**src/rtl/agent_pkg.sv**
```systemverilog
// Shared message layout and helpers for the agent scheduler.
// Latency: n/a (types, constants and a pure function only).
// Backpressure: n/a.
package agent_pkg;

    localparam int MSG_W  = 160;
    localparam int ID_W   = 32;
    localparam int OP_W   = 64;
    localparam int ID_LSB = 0;
    localparam int AA_LSB = 32;
    localparam int BB_LSB = 96;

    // Request/result word: {bb, aa, id}; a zero id marks an empty slot.
    typedef struct packed {
        logic [OP_W-1:0] bb;
        logic [OP_W-1:0] aa;
        logic [ID_W-1:0] id;
    } msg_t;

    function automatic logic msg_valid(input logic [MSG_W-1:0] msg);
        return msg[ID_LSB +: ID_W] != '0;
    endfunction

endpackage

```
**src/rtl/agent_sched_rr_arbiter.sv**
```systemverilog
// Round-robin arbiter: grants the first requester at or after ptr, cyclic.
// Latency: purely combinational; the pointer register lives in the caller.
// Backpressure: none; any=0 when nobody requests.
module rr_arbiter #(
    parameter int N  = 4,
    parameter int IW = (N > 1) ? $clog2(N) : 1
) (
    input  logic [N-1:0]  req,
    input  logic [IW-1:0] ptr,
    output logic [N-1:0]  gnt,
    output logic [IW-1:0] gnt_idx,
    output logic          any
);

    // Scan N positions starting at ptr, keep the first requester found.
    always_comb begin
        gnt     = '0;
        gnt_idx = '0;
        any     = 1'b0;
        for (int i = 0; i < N; i++) begin
            if (!any && req[(int'(ptr) + i) % N]) begin
                gnt[(int'(ptr) + i) % N] = 1'b1;
                gnt_idx                  = IW'((int'(ptr) + i) % N);
                any                      = 1'b1;
            end
        end
    end

endmodule

```
**src/rtl/agent_sched.sv**
```systemverilog
// Fans one message stream out to NAGENTS agents and merges their results back.
// Latency: request to agent 1 cycle min; agent result to msgout 1 cycle.
// Backpressure: okin drops while the hold register is stuck; agents are popped only when the out slot frees.
module agent_sched
    import agent_pkg::*;
#(
    parameter int NAGENTS = 4,
    parameter int CNTW    = 16
) (
    input  logic                     clk,
    input  logic                     rst_n,
    input  logic                     en,
    input  logic [NAGENTS-1:0]       agent_mask,
    input  logic [MSG_W-1:0]         msgin,
    output logic                     okin,
    output logic [MSG_W-1:0]         msgout,
    input  logic                     okout,
    output logic                     busy,
    output logic [CNTW-1:0]          outstanding,
    output logic                     overflow,
    output logic                     agent_en,
    output logic [NAGENTS*MSG_W-1:0] agent_msgin,
    input  logic [NAGENTS-1:0]       agent_okin,
    input  logic [NAGENTS*MSG_W-1:0] agent_msgout,
    output logic [NAGENTS-1:0]       agent_okout,
    input  logic [NAGENTS-1:0]       agent_busy
);

    localparam int             IW   = $clog2(NAGENTS);
    localparam logic [IW-1:0]  LAST = IW'(NAGENTS - 1);

    logic               r_hold_vld;
    msg_t               r_hold_msg;
    logic               r_out_vld;
    logic [MSG_W-1:0]   r_msgout;
    logic [IW-1:0]      r_dptr;
    logic [IW-1:0]      r_cptr;
    logic [CNTW-1:0]    r_outstanding;
    logic               r_overflow;

    logic [NAGENTS-1:0] w_eligible;
    logic [NAGENTS-1:0] w_req;
    logic [NAGENTS-1:0] w_dgnt;
    logic [NAGENTS-1:0] w_cgnt;
    logic [IW-1:0]      w_didx;
    logic [IW-1:0]      w_cidx;
    logic               w_dany;
    logic               w_cany;
    logic               w_fire_d;
    logic               w_fire_c;
    logic               w_accept;
    logic               w_slot_free;
    logic [MSG_W-1:0]   w_cmsg;

    for (genvar k = 0; k < NAGENTS; k++) begin : g_agent
        assign w_eligible[k] = agent_okin[k] && !agent_mask[k];
        assign w_req[k]      = msg_valid(agent_msgout[k*MSG_W +: MSG_W]);
        // Non-granted slices carry id 0, so each push is a single-cycle pulse.
        assign agent_msgin[k*MSG_W +: MSG_W] = (w_fire_d && w_dgnt[k]) ? r_hold_msg : '0;
    end

    rr_arbiter #(.N(NAGENTS), .IW(IW)) u_disp_arb (
        .req     (w_eligible),
        .ptr     (r_dptr),
        .gnt     (w_dgnt),
        .gnt_idx (w_didx),
        .any     (w_dany)
    );

    rr_arbiter #(.N(NAGENTS), .IW(IW)) u_coll_arb (
        .req     (w_req),
        .ptr     (r_cptr),
        .gnt     (w_cgnt),
        .gnt_idx (w_cidx),
        .any     (w_cany)
    );

    assign w_fire_d    = r_hold_vld && w_dany;
    assign okin        = !r_hold_vld || w_fire_d;
    assign w_accept    = okin && msg_valid(msgin);
    assign w_slot_free = !r_out_vld || okout;
    assign w_fire_c    = w_slot_free && w_cany;
    assign w_cmsg      = agent_msgout[int'(w_cidx)*MSG_W +: MSG_W];
    assign agent_okout = w_fire_c ? w_cgnt : '0;

    assign msgout      = r_msgout;
    assign outstanding = r_outstanding;
    assign overflow    = r_overflow;
    assign agent_en    = en;
    assign busy        = r_hold_vld || r_out_vld || (r_outstanding != '0) || (|agent_busy);

    // Dispatch hold register: refill on accept, empty on dispatch, advance pointer past the winner.
    always_ff @(posedge clk or negedge rst_n) begin
        if (!rst_n) begin
            r_hold_vld <= 1'b0;
            r_hold_msg <= '0;
            r_dptr     <= '0;
        end else begin
            if (w_accept) begin
                r_hold_msg <= msgin;
                r_hold_vld <= 1'b1;
            end else if (w_fire_d) begin
                r_hold_vld <= 1'b0;
            end
            if (w_fire_d) begin
                r_dptr <= (w_didx == LAST) ? '0 : w_didx + 1'b1;
            end
        end
    end

    // Collect output register: load the granted result, or clear once downstream pops.
    always_ff @(posedge clk or negedge rst_n) begin
        if (!rst_n) begin
            r_out_vld <= 1'b0;
            r_msgout  <= '0;
            r_cptr    <= '0;
        end else if (w_fire_c) begin
            r_out_vld <= 1'b1;
            r_msgout  <= w_cmsg;
            r_cptr    <= (w_cidx == LAST) ? '0 : w_cidx + 1'b1;
        end else if (okout && r_out_vld) begin
            r_out_vld <= 1'b0;
            r_msgout  <= '0;
        end
    end

    // Outstanding counter: saturates at all-ones (flagging overflow) and floors at zero.
    always_ff @(posedge clk or negedge rst_n) begin
        if (!rst_n) begin
            r_outstanding <= '0;
            r_overflow    <= 1'b0;
        end else if (w_fire_d && !w_fire_c) begin
            if (&r_outstanding) begin
                r_overflow <= 1'b1;
            end else begin
                r_outstanding <= r_outstanding + 1'b1;
            end
        end else if (w_fire_c && !w_fire_d && (r_outstanding != '0)) begin
            r_outstanding <= r_outstanding - 1'b1;
        end
    end

endmodule

```
**config.mk**
```make
export PLATFORM = sky130hd
export DESIGN_NAME = agent_sched
export DESIGN_NICKNAME = d
export VERILOG_FILES = /design/src/rtl/agent_pkg.sv /design/src/rtl/agent_sched_rr_arbiter.sv /design/src/rtl/agent_sched.sv
export SDC_FILE = /design/constraint.sdc
export NUM_CORES = 1
export LEC_CHECK = 0
export CORE_AREA = 2 2 630 632
export DETAILED_ROUTE_END_ITERATION = 12
export DIE_AREA = 0 0 632 634
export GPL_ROUTABILITY_DRIVEN = 0
export PLACE_DENSITY_LB_ADDON = 0.15
export SKIP_LAST_GASP = 1
export SYNTH_ARGS = -nofsm -noshare
export SYNTH_HDL_FRONTEND = slang
export SYNTH_HIERARCHICAL = 1
export SYNTH_SLANG_ARGS = --single-unit
```
**constraint.sdc**
```tcl
create_clock -name clk -period 12.2 [get_ports clk]
set_input_delay 3.05 -clock clk [delete_from_list [all_inputs] [get_ports clk]]
set_output_delay 3.05 -clock clk [all_outputs]
set_load 0.005 [all_outputs]
```
==> qor.yml <==
run_status:
  status: "completed"
global_routing:
  antenna_found_initial: 112
  grt_pass1_vias: 24500
  grt_use_total_pct: 11.1
  grt_pass1_wl_um: 288000
  grt.overflow.total: 0
  grt_start_max_net_pins: 125
cts:
  clock_tree.root_cell: "clkbuf_16"
  cts.sink_count: 343
  hold_buffers: 0
  worstSkewPairLatency_ns: 0.71
  cts_made_buffers: 55
  clockBufferDepth: 3
  cts_setup_buffers: 0
  cts_tree: "yes"
  htreeDepth: 2
  cts_resized: 0
  cts.clk_slew.worst_paths_ns: 0.05
synthesis:
  yosysWarnings: 6
  synth_top_cell_by_area: "dfrtp_1"
  ys_types: 55
  synth_area_leaders: "dfrtp_1, and2_1, mux4_2"
  synth_top_family_by_area: "multiplexers"
  synth_top_cell_area_share_pct: 38.2
  synth_edf_count: 0
  syn_inst: 1954
  syn_nets: 2798
  synth_xor_area_share_pct: 0.351
  synth_seq_cells: 343
  synth_compound_area_share_pct: 8.96
  avgSynthCellArea_um2: 11.5
  synthAdderAreaFrac_pct: 1.59
  ys.flop_type: "dfrtp_1"
  async_reset_ff_share_pct: 100
  synthesis.area_um2: 22500
  synth.area.mux_share_pct: 25.6
  synthSimpleGateAreaFrac_pct: 21.9
  synth-seq-area-share_pct: 38.2
flow_run:
  maxCapViolations: 0
finish:
  layout_commonest_cell: "clkdlybuf4s50_1"
  postLayoutCoreUtil_pct: 12.0
  drive_above_1_share_pct: 10.7
  finish.net_count: 4353
  n_fill_cell: 44900
  layout_common_cells: "clkdlybuf4s50_1, and2_1, dfrtp_1"
  area_growth_pct: 110
timing:
  finalMaxSlewViolations: 0
  slew-limit-headroom_pct: 25.8
  min_period_over_period_pct: 85.6
  finalHoldViolCount: 0
  worst_pin_slew_ns: 1.11
  setup_viol: 0
  fmaxAchievable_mhz: 95.7
  tns_ns: 0
  fin_crit_ns: 10.45
  grt_setup_unrepaired: "no"
  fin_skew_ns: 0.0286
setup_path:
  critPathBufInv: 2
  cp.arrival_ns: 7.40
  crit_fanout: 13
  crit_path_end_kind: "output pin"
  cp_top_family: "simple AND/OR/NAND/NOR gates"
  cp_slowest_stage_delay_ns: 0.68
  cpMostUsedCell: "clkdlybuf4s50_1"
  r2r_start: "r_dptr[0]$_DFFE_PN0P_"
  path_cells: "clkdlybuf4s50_1 -> nor4_1 -> nand4_1 -> or2_2 -> mux4_2 -> nor4b_4 -> a22oi_1 -> o21ai_0 -> and3_1 -> clkdlybuf4s50_1"
  start_kind: "input pin"
  required_ns: 9.15
  crit_start: "agent_msgout[333]"
  r2r_slack_ns: 7.09
  r2r-end: "outstanding[12]$_DFFE_PN0P_"
  cp-endpoint: "agent_okout[3]"
  ff2ff_path_depth: 14
  slowest_stage: "nor4_1"
  cp.depth: 10
  crit_type: "input pin to output pin"
drt:
  wirelength_um: 234000
  firstDrtPassIters: 5
  drt-vias-per-instance: 2.67
  num_vias: 23600
  drcViolationCount: 0
  drt_iter0_markers: 1002
  final_antenna_net_count: 0
  wl_per_cell_um: 26.4
die:
  initial_core_util_pct: 5.70
  coreArea_um2: 394000
  die_w_um: 632
  dieArea_um2: 401000
  ios: 1640
  fp-row-count: 231
  die_h_um: 634
pwr:
  ir_drop_uv: 152
  cellLeakagePower_uw: 0.0164
  power_per_cell_area_nw_per_um2: 251
place:
  port_buffers: 1637
  dp_hpwl_um: 200000
worst_hold_path:
  hold_path.class: "register to register"
## cells in the mapped netlist, types with 2 or more instances
library cell and number:
nand2b_1 6, and2b_2 2, and2_1 643, nor2_1 22, mux4_2 163, xor2_1 4, mux2_2 68, buf_6 4
mux2_1 102, buf_1 6, a21o_1 8, inv_2 2, ha_1 27, a31oi_1 2, and3_1 10, and4_1 5
dfrtp_1 343, mux2i_1 4, nor3_1 2, mux4_1 5, o211ai_1 4, nor4b_4 2, a22oi_1 16, o21ai_1 2
a21oi_1 19, buf_2 34, o21a_1 4, o21ai_0 17, nand3_1 8, a32o_1 2, clkbuf_1 126, o21bai_1 2
nand4_1 15, nor4_1 48, xnor2_1 5, or2_2 4, nand2_1 16, o2111ai_1 2, nor2b_1 7, inv_1 14
a22o_1 160, o31ai_1 6
## how the worst min path moves through the flow
stage                         start              endpoint  depth (start not counted)
6_report       overflow$_DFFE_PN0P_  overflow$_DFFE_PN0P_                          1
4_1_cts        overflow$_DFFE_PN0P_  overflow$_DFFE_PN0P_                          1
3_3_place_gp   overflow$_DFFE_PN0P_  overflow$_DFFE_PN0P_                          1
3_5_place_dp   overflow$_DFFE_PN0P_  overflow$_DFFE_PN0P_                          1
2_1_floorplan  overflow$_DFFE_PN0P_  overflow$_DFFE_PN0P_                          1
5_1_grt        overflow$_DFFE_PN0P_  overflow$_DFFE_PN0P_                          1
## power by group
part           switching (uW)  total [uW]  internal, uW
sequential               1100        2810          1710
combinational            3420        7290          3870
clock                     718        1770          1050
## sequential cells by signal, indices dropped and copies added, names as in the netlist
register and cells:
r_hold_vld 1, r_cptr 2, overflow 1, r_out_vld 1, r_dptr 2, outstanding 16
msgout 160, r_hold_msg 160
## cell families (layout without fill, tap and decap cells)
group | Yosys count | count (layout)
fa+ha+maj | 28 | 28
compound gates | 251 | 251
simple gates | 794 | 794
buf+inv | 187 | 1787
flops | 343 | 343
other cells | 0 | 55
mux | 342 | 342
xor+xnor | 9 | 9
## cell type report
class | count | area, um2 | area share [%]
clock inverters | 19 | 292 | 0.617
inverters | 16 | 60.1 | 0.127
flip-flops and latches | 343 | 8580 | 18.2
diodes | 55 | 138 | 0.291
well taps | 5242 | 6560 | 13.9
multi-input cells | 1424 | 13200 | 27.9
repair buffers | 1669 | 16800 | 35.5
clock buffers | 83 | 1640 | 3.48
## layer usage
layer | share of wire (%) | vias to the layer above | track usage [%]
li1 | - | 10300 | -
met1 | 35 | 11900 | 11.4
met2 | 54 | 1158 | 21.4
met3 | 7.8 | 250 | 3.67
met4 | 2.7 | 44 | 2.89
met5 | 0.12 | - | 0
## through the flow
step	std cells	power, uW	hold slack (ns)	cell area (um2)	setup WS, ns
floorplan	1954	5280	0.451	22500	3.84
global placement	8694	10500	0.445	45200	1.77
detailed placement	8694	10500	0.462	45200	1.76
CTS	8796	12400	0.475	47100	1.77
global route	8833	12700	0.497	47200	1.68
finish	8851	11900	0.471	47200	1.75
Note: power is estimated with default switching activity, not from simulation.
